==> src/rtl/i2c_reg_bridge.sv <==
// Byte-stream to 16-bit register bus bridge behind an I2C slave front end.
// Writes: pointer byte then MSB/LSB pairs; reads: two tx bytes per register word.
module i2c_reg_bridge #(
    parameter bit AUTO_INC = 1'b1
) (
    input  logic        clk_reg_i,
    input  logic        rst_n_i,
    input  logic        start_i,
    input  logic        stop_i,
    input  logic        rw_i,
    input  logic        rx_valid_i,
    input  logic [7:0]  rx_data_i,
    input  logic        tx_req_i,
    output logic [7:0]  tx_data_o,
    output logic        tx_valid_o,
    output logic [7:0]  addr_o,
    output logic [15:0] wdata_o,
    output logic        wr_en_o,
    output logic        rd_en_o,
    input  logic [15:0] rdata_i
);

    localparam int unsigned BW = 8;
    localparam int unsigned WW = 16;

    typedef enum logic [2:0] {
        IDLE, GET_ADDR, GET_MSB, GET_LSB, RD_MSB, RD_LSB
    } state_e;

    typedef enum logic [1:0] {
        TX_FF, TX_MSB, TX_LSB
    } tx_kind_e;

    state_e        state_q, state_d;
    tx_kind_e      kind_q, kind_d;
    logic          pend_q, pend_d;
    logic [BW-1:0] ptr_q, ptr_d;
    logic [BW-1:0] msb_q, msb_d;
    logic [BW-1:0] shadow_q, shadow_d;
    logic [BW-1:0] addr_q, addr_d;
    logic [WW-1:0] wdata_q, wdata_d;
    logic [BW-1:0] tx_data_q, tx_data_d;
    logic          tx_valid_q, tx_valid_d;
    logic          wr_en_q, wr_en_d;
    logic          rd_en_q, rd_en_d;
    logic [BW-1:0] ptr_inc;

    assign ptr_inc = AUTO_INC ? BW'(ptr_q + BW'(1)) : ptr_q;

    always_ff @(posedge clk_reg_i or negedge rst_n_i) begin
        if (!rst_n_i) begin
            state_q    <= IDLE;
            kind_q     <= TX_FF;
            pend_q     <= 1'b0;
            ptr_q      <= '0;
            msb_q      <= '0;
            shadow_q   <= '0;
            addr_q     <= '0;
            wdata_q    <= '0;
            tx_data_q  <= '0;
            tx_valid_q <= 1'b0;
            wr_en_q    <= 1'b0;
            rd_en_q    <= 1'b0;
        end else begin
            state_q    <= state_d;
            kind_q     <= kind_d;
            pend_q     <= pend_d;
            ptr_q      <= ptr_d;
            msb_q      <= msb_d;
            shadow_q   <= shadow_d;
            addr_q     <= addr_d;
            wdata_q    <= wdata_d;
            tx_data_q  <= tx_data_d;
            tx_valid_q <= tx_valid_d;
            wr_en_q    <= wr_en_d;
            rd_en_q    <= rd_en_d;
        end
    end

    // Bus events win over data; pend_q carries a tx request into its second cycle.
    always_comb begin
        state_d    = state_q;
        kind_d     = kind_q;
        pend_d     = 1'b0;
        ptr_d      = ptr_q;
        msb_d      = msb_q;
        shadow_d   = shadow_q;
        addr_d     = addr_q;
        wdata_d    = wdata_q;
        tx_data_d  = tx_data_q;
        tx_valid_d = 1'b0;
        wr_en_d    = 1'b0;
        rd_en_d    = 1'b0;

        if (start_i) begin
            state_d = rw_i ? RD_MSB : GET_ADDR;
        end else if (stop_i) begin
            state_d = IDLE;
        end else begin
            if (pend_q) begin
                tx_valid_d = 1'b1;
                unique case (kind_q)
                    TX_MSB: begin
                        tx_data_d = rdata_i[WW-1:BW];
                        shadow_d  = rdata_i[BW-1:0];
                        state_d   = RD_LSB;
                    end
                    TX_LSB: begin
                        tx_data_d = shadow_q;
                        ptr_d     = ptr_inc;
                        state_d   = RD_MSB;
                    end
                    default: tx_data_d = 8'hFF;
                endcase
            end

            if (tx_req_i) begin
                pend_d = 1'b1;
                unique case (state_q)
                    RD_MSB: begin
                        kind_d  = TX_MSB;
                        rd_en_d = 1'b1;
                        addr_d  = ptr_q;
                    end
                    RD_LSB:  kind_d = TX_LSB;
                    default: kind_d = TX_FF;
                endcase
            end

            if (rx_valid_i) begin
                unique case (state_q)
                    GET_ADDR: begin
                        ptr_d   = rx_data_i;
                        state_d = GET_MSB;
                    end
                    GET_MSB: begin
                        msb_d   = rx_data_i;
                        state_d = GET_LSB;
                    end
                    GET_LSB: begin
                        wr_en_d = 1'b1;
                        addr_d  = ptr_q;
                        wdata_d = {msb_q, rx_data_i};
                        ptr_d   = ptr_inc;
                        state_d = GET_MSB;
                    end
                    default: ;
                endcase
            end
        end
    end

    assign tx_data_o  = tx_data_q;
    assign tx_valid_o = tx_valid_q;
    assign addr_o     = addr_q;
    assign wdata_o    = wdata_q;
    assign wr_en_o    = wr_en_q;
    assign rd_en_o    = rd_en_q;

endmodule

==> config.mk <==
export PLATFORM = sky130hd
export DESIGN_NAME = i2c_reg_bridge
export DESIGN_NICKNAME = d
export VERILOG_FILES = /design/src/rtl/i2c_reg_bridge.sv
export SDC_FILE = /design/constraint.sdc
export NUM_CORES = 1
export LEC_CHECK = 0
export CAP_MARGIN = 20
export CORE_ASPECT_RATIO = 1.75
export CORE_UTILIZATION = 40
export CTS_BUF_LIST = sky130_fd_sc_hd__clkbuf_16
export CTS_CLUSTER_SIZE = 40
export DETAILED_ROUTE_END_ITERATION = 10
export PLACE_DENSITY = 0.69
export SYNTH_ARGS = -nofsm -noshare
export SYNTH_HDL_FRONTEND = slang
export SYNTH_SLANG_ARGS = --single-unit
==> constraint.sdc <==
create_clock -name clk_reg_i -period 1.88 [get_ports clk_reg_i]
set_input_delay 0.376 -clock clk_reg_i [delete_from_list [all_inputs] [get_ports clk_reg_i]]
set_output_delay 0.376 -clock clk_reg_i [all_outputs]
set_load 0.1 [all_outputs]
# [Yosys cells after proc, flatten, opt, wreduce, memory -nomap -nowiden]
# Index checks and enable logic that the tools add are counted.
[word_totals] output_inout_bits=35 elab_cells=60 regBits=65 in_bits=31
[classes] addsub=1 eq_ne=7 reduce_logical=7 n_bitwise=2 n_mux=31
[ops] operator="2-to-1 mux 8 bit" n=7
[ops] operator="case mux 8 bit (2 select lines)" n=2
[ops] operator="2-to-1 mux 3 bit" n=5
[ops] operator="2-to-1 mux 1 bit" n=14
[ops] operator="case mux 3 bit (2 select lines)" n=2
[ops] operator="AND reduction 4 bit" n=3
[ops] operator="adder 8 x 1 -> 8 bit, second input constant" n=1
[ops] operator="equality test 3 x 2 -> 1 bit, second input constant" n=2
[ops] operator="equality test 3 bit, second input constant" n=2
[ops] operator="AND reduction 3 bit" n=2
[ops] operator="case mux 2 bit (2 select lines)" n=1
[ops] operator="equality test 3 x 1 -> 1 bit, second input constant" n=1
[ops] operator="equality test 2 x 1 -> 1 bit, second input constant" n=1
[ops] operator="equality test 2 bit, second input constant" n=1
[ops] operator="NOT 1 bit" n=2
[ops] operator="AND reduction 2 bit" n=1
[ops] operator="OR reduction 2 bit" n=1

# [Longest topological paths before layout]
[logic_depth] depth_word=7 mapped_depth=7 depth_no_buf=6

# [Worst setup path after synthesis]
# No wires, ideal clock.
[synth_timing] path_kind="register -> register" startpoint="register kind_q[0]" endpoint="register ptr_q[2]" stages_incl_launch_ff=8 setup_ns=0.126 n_path_buf=1 period_less_slack_ns=1.618 required_time_ns=1.754 setup_slack_ns=0.262 arrival_time_ns=1.492 cell_sequence="dfrtp_1 -> inv_1 -> ha_1 -> buf_4 -> and4bb_2 -> mux2i_4 -> o21bai_1 -> a221o_1"
[synth_via] elab_chain_len=5
[synth_rtl] item="start: declaration" line_no="35" source="tx_kind_e kind_q, kind_d;"
[synth_rtl] item="start signal: assignment" line_no="66" source="kind_q <= kind_d;"
[synth_rtl] item="equality test 2 bit *" line_no="102" source="unique case (kind_q)"
[synth_rtl] item="2-to-1 mux 8 bit *" line_no="102"
[synth_rtl] item="2-to-1 mux 8 bit *" line_no="100" source="if (pend_q) begin"
[synth_rtl] item="case mux 8 bit (2 select lines)" line_no="131" source="unique case (state_q)"
[synth_rtl] item="2-to-1 mux 8 bit *" line_no="130" source="if (rx_valid_i) begin"
[synth_rtl] item="end signal: assignment" line_no="68" source="ptr_q <= ptr_d;"
[synth_rtl] item="end: declaration" line_no="37" source="logic [BW-1:0] ptr_q, ptr_d;"
# Every way passes the cells marked *; elsewhere a longest branch is shown, timed or not.
# A chain may end at the register's enable or synchronous reset.

# [Final worst setup path]
[layout_timing] startpoint="input start_i" endpoint="register msb_q[6]"
[layout_via] elab_chain_len=2
[layout_rtl] item="start: declaration" line_no="8" source="input logic start_i,"
[layout_rtl] item="NOT 1 bit (no source line)"
[layout_rtl] item="AND reduction 4 bit (no source line)"
[layout_rtl] item="end signal: assignment" line_no="69" source="msb_q <= msb_d;"
[layout_rtl] item="end: declaration" line_no="38" source="logic [BW-1:0] msb_q, msb_d;"
# No other way between the ends.

==> metrics.cfg <==
[route]
viasPerCell=5.33
dr.first_iter.drc_count=108
routed_wl_um=6400
route.vias.total=2064
drc=0
first_pass_iters=4
wire_per_inst_um=16.5
drt.antenna.violating_nets=0

[layout]
antenna_cells=0
fin_nets=332
area_delta_synth_final_pct=47.1
n_fill_cell=576
stdcell_count=387
drive_above_1_share_pct=39.3

[worst_setup_path]
path_delay_family=simple AND/OR/NAND/NOR gates
path_class=input port to register
crit_slowest_cell=clkdlybuf4s50_1
arrival_ps=1940
cpPeakStageDelay_ps=530
worst_setup_path_start_kind=input port
ff2ff_path_depth=3
crit_required_ps=2100
endpoint_kind=register
path_depth=4
rr_startpoint=state_q[1]
path_buf_inv=1
ff2ff_setup_slack_ps=170
crit_chain=clkdlybuf4s50_1 -> nor3b_4 -> nand3b_2 -> mux2_2
crit_fanout=9
reg2reg_to=msb_q[6]

[placement]
dpl.hpwl_um=4600
io_buffers=65
gp_congestion=0.788
placedCellCount=371
post-place-ws_ps=-186

[global_routing]
busiest_layer=met2
grt_use_met1_pct=20.0
use_met2_pct=33.4
grt_pass1_vias=2203
grt_overflow=0
antenna_found_initial=0
grt.met3_usage_pct=5.08
grt_pass1_wl_um=10300
grt_max_degree=66
grt.total_usage_pct=18.5

[timing]
relSlewSlack_pct=68.6
finalSetupViolCount=0
hold_viol=0
worst_slack_ps=156
setup_tns_ps=0
tightest_slew_ps=468
fmax_mhz=580
fin_crit_sh_pct=91.7
rsz0062_at_grt=false
fin_skew_ps=6.92
finalMaxSlewViolations=0
holdWs_ps=44.0
period_minus_slack_ps=1720

[floorplan]
fp.dieW_um=66.3
start_util_pct=41.8
ios=66
chipHeight_um=114
core_mm2=0.00691
die_area_mm2=0.00758
row_count=40

[yosys]
synth_edf_count=0
seq_area_frac_synth_pct=56.3
synth_top_cells_by_count=dfrtp_1, mux2_2, nor2_1
ys_warn_count=0
synthTopCellsByArea=dfrtp_1, mux2_2, mux2_4
synth_fa_ha_area_share_pct=1.30
syn_inst=218
synth_area_per_cell_um2=13.3
ys.flop_type=dfrtp_1
netlist_area_mm2=0.00289
yosysTopAreaCell=dfrtp_1
synth_cell_types=49
ys_seq_elements=65
async_flop_share_pct=100
synth_xor_area_share_pct=0
synth_mux_area_share_pct=18.9
synth_compound_area_share_pct=10.1
synth.most_common_cell=dfrtp_1
synth_top_family_by_area=multiplexers
syn_nets=252
synth-simple-area-share_pct=10.7
synth_top_area_share_pct=56.3

[clock_network]
cts_buffers=9
cts_resized=0
postCtsHoldBufs=0
cts_tree=yes
clock_latency_ps=330
post_cts_buffers=0
cts_sinks=65
cts_max_path_buffers=2
htree_levels=3
clkTransAtPathRegs_ps=60
root_buffer=clkbuf_16

[power]
ir_worst_vdd_mv=0.716
finalPower_uw=4990
p_leak_uw=0.00200
cellPowerDensity_mw_per_mm2=1170

[worst_hold_path]
hold_path_class=input port to asynchronous set/reset pin

[flow_run]
maxCapViolCount=0

[run_status]
status=complete, no violations

==> registers in the layout (all words and copies together) (netlist names) <==
register / count
ptr_q: 8
tx_data_o: 8
wr_en_o: 1
kind_q: 2
wdata_o: 16
shadow_q: 8
msb_q: 8
tx_valid_o: 1
addr_o: 8
rd_en_o: 1
state_q: 3
pend_q: 1
==> layout make-up <==
cell class,count,area [µm²],area share (%)
clock inverter,7,61.3,1.44
timing repair buffer,78,1030,24.2
sequential,65,1630,38.2
multi-input combinational,139,1180,27.9
inverter,5,18.8,0.441
tap,84,105,2.47
clock buffer,9,225,5.30
==> metrics by stage <==
| stage | instance area (µm²) | utilization [%] |
|---|---|---|
| floorplan | 2890 | - |
| global placement | 3970 | 57.4 |
| detailed placement | 3970 | 57.4 |
| CTS | 4250 | 61.6 |
| global route | 4250 | 61.6 |
| finish | 4250 | 61.6 |
==> routing by layer <==
layer,part of all wire (%),vias to the layer above
met5,0,-
met4,1.5,0
li1,-,962
met1,39,1034
met2,55,58
met3,4.9,10
==> cells by family after synthesis <==
| logic type | count (synthesis) |
|---|---|
| adders and majority gates | 3 |
| buffers and inverters | 14 |
| AOI/OAI and AO/OA | 42 |
| DFF | 65 |
| and+or+nand+nor | 49 |
| muxes | 45 |
==> worst max-delay path by stage <==
stage                     startpoint       end  slack (ps)
final                        start_i  msb_q[6]         160
after CTS                    start_i  msb_q[0]         160
after floorplan            kind_q[0]  ptr_q[2]         260
after detailed placement     start_i  msb_q[0]        -190
after global placement       start_i  msb_q[1]        -170
after global routing         start_i  msb_q[6]          50
==> worst reg2reg max path, delay by kind of cell (launching register included) <==
kind	cells	cell delay (ps)
AND/OR/NAND/NOR	2	680
flip-flops	1	550
multiplexers	1	360
==> cell usage in the layout (no fill, tap or decap), drive strengths merged, types with 2 or more instances in the layout <==
cell type,n
clkinv,2
mux2,40
o2bb2ai,2
clkdlybuf4s50,29
inv,8
nand2,8
a221oi,8
nor3b,3
mux2i,5
nor2,13
a221o,2
a22oi,3
a21oi,10
clkinvlp,2
nand3b,3
clkbuf,9
a211o,2
nand3,5
buf,49
ha,3
dfrtp,65
nor3,2
o21ai,10
and2,2
and3,4
==> power breakdown <==
group | switching, µW | leakage, µW | internal, µW
sequential | 199 | 0.000849 | 1600
clock | 658 | 0.000135 | 913
combinational | 1050 | 0.00102 | 570
(Power assumes the default switching activity.)
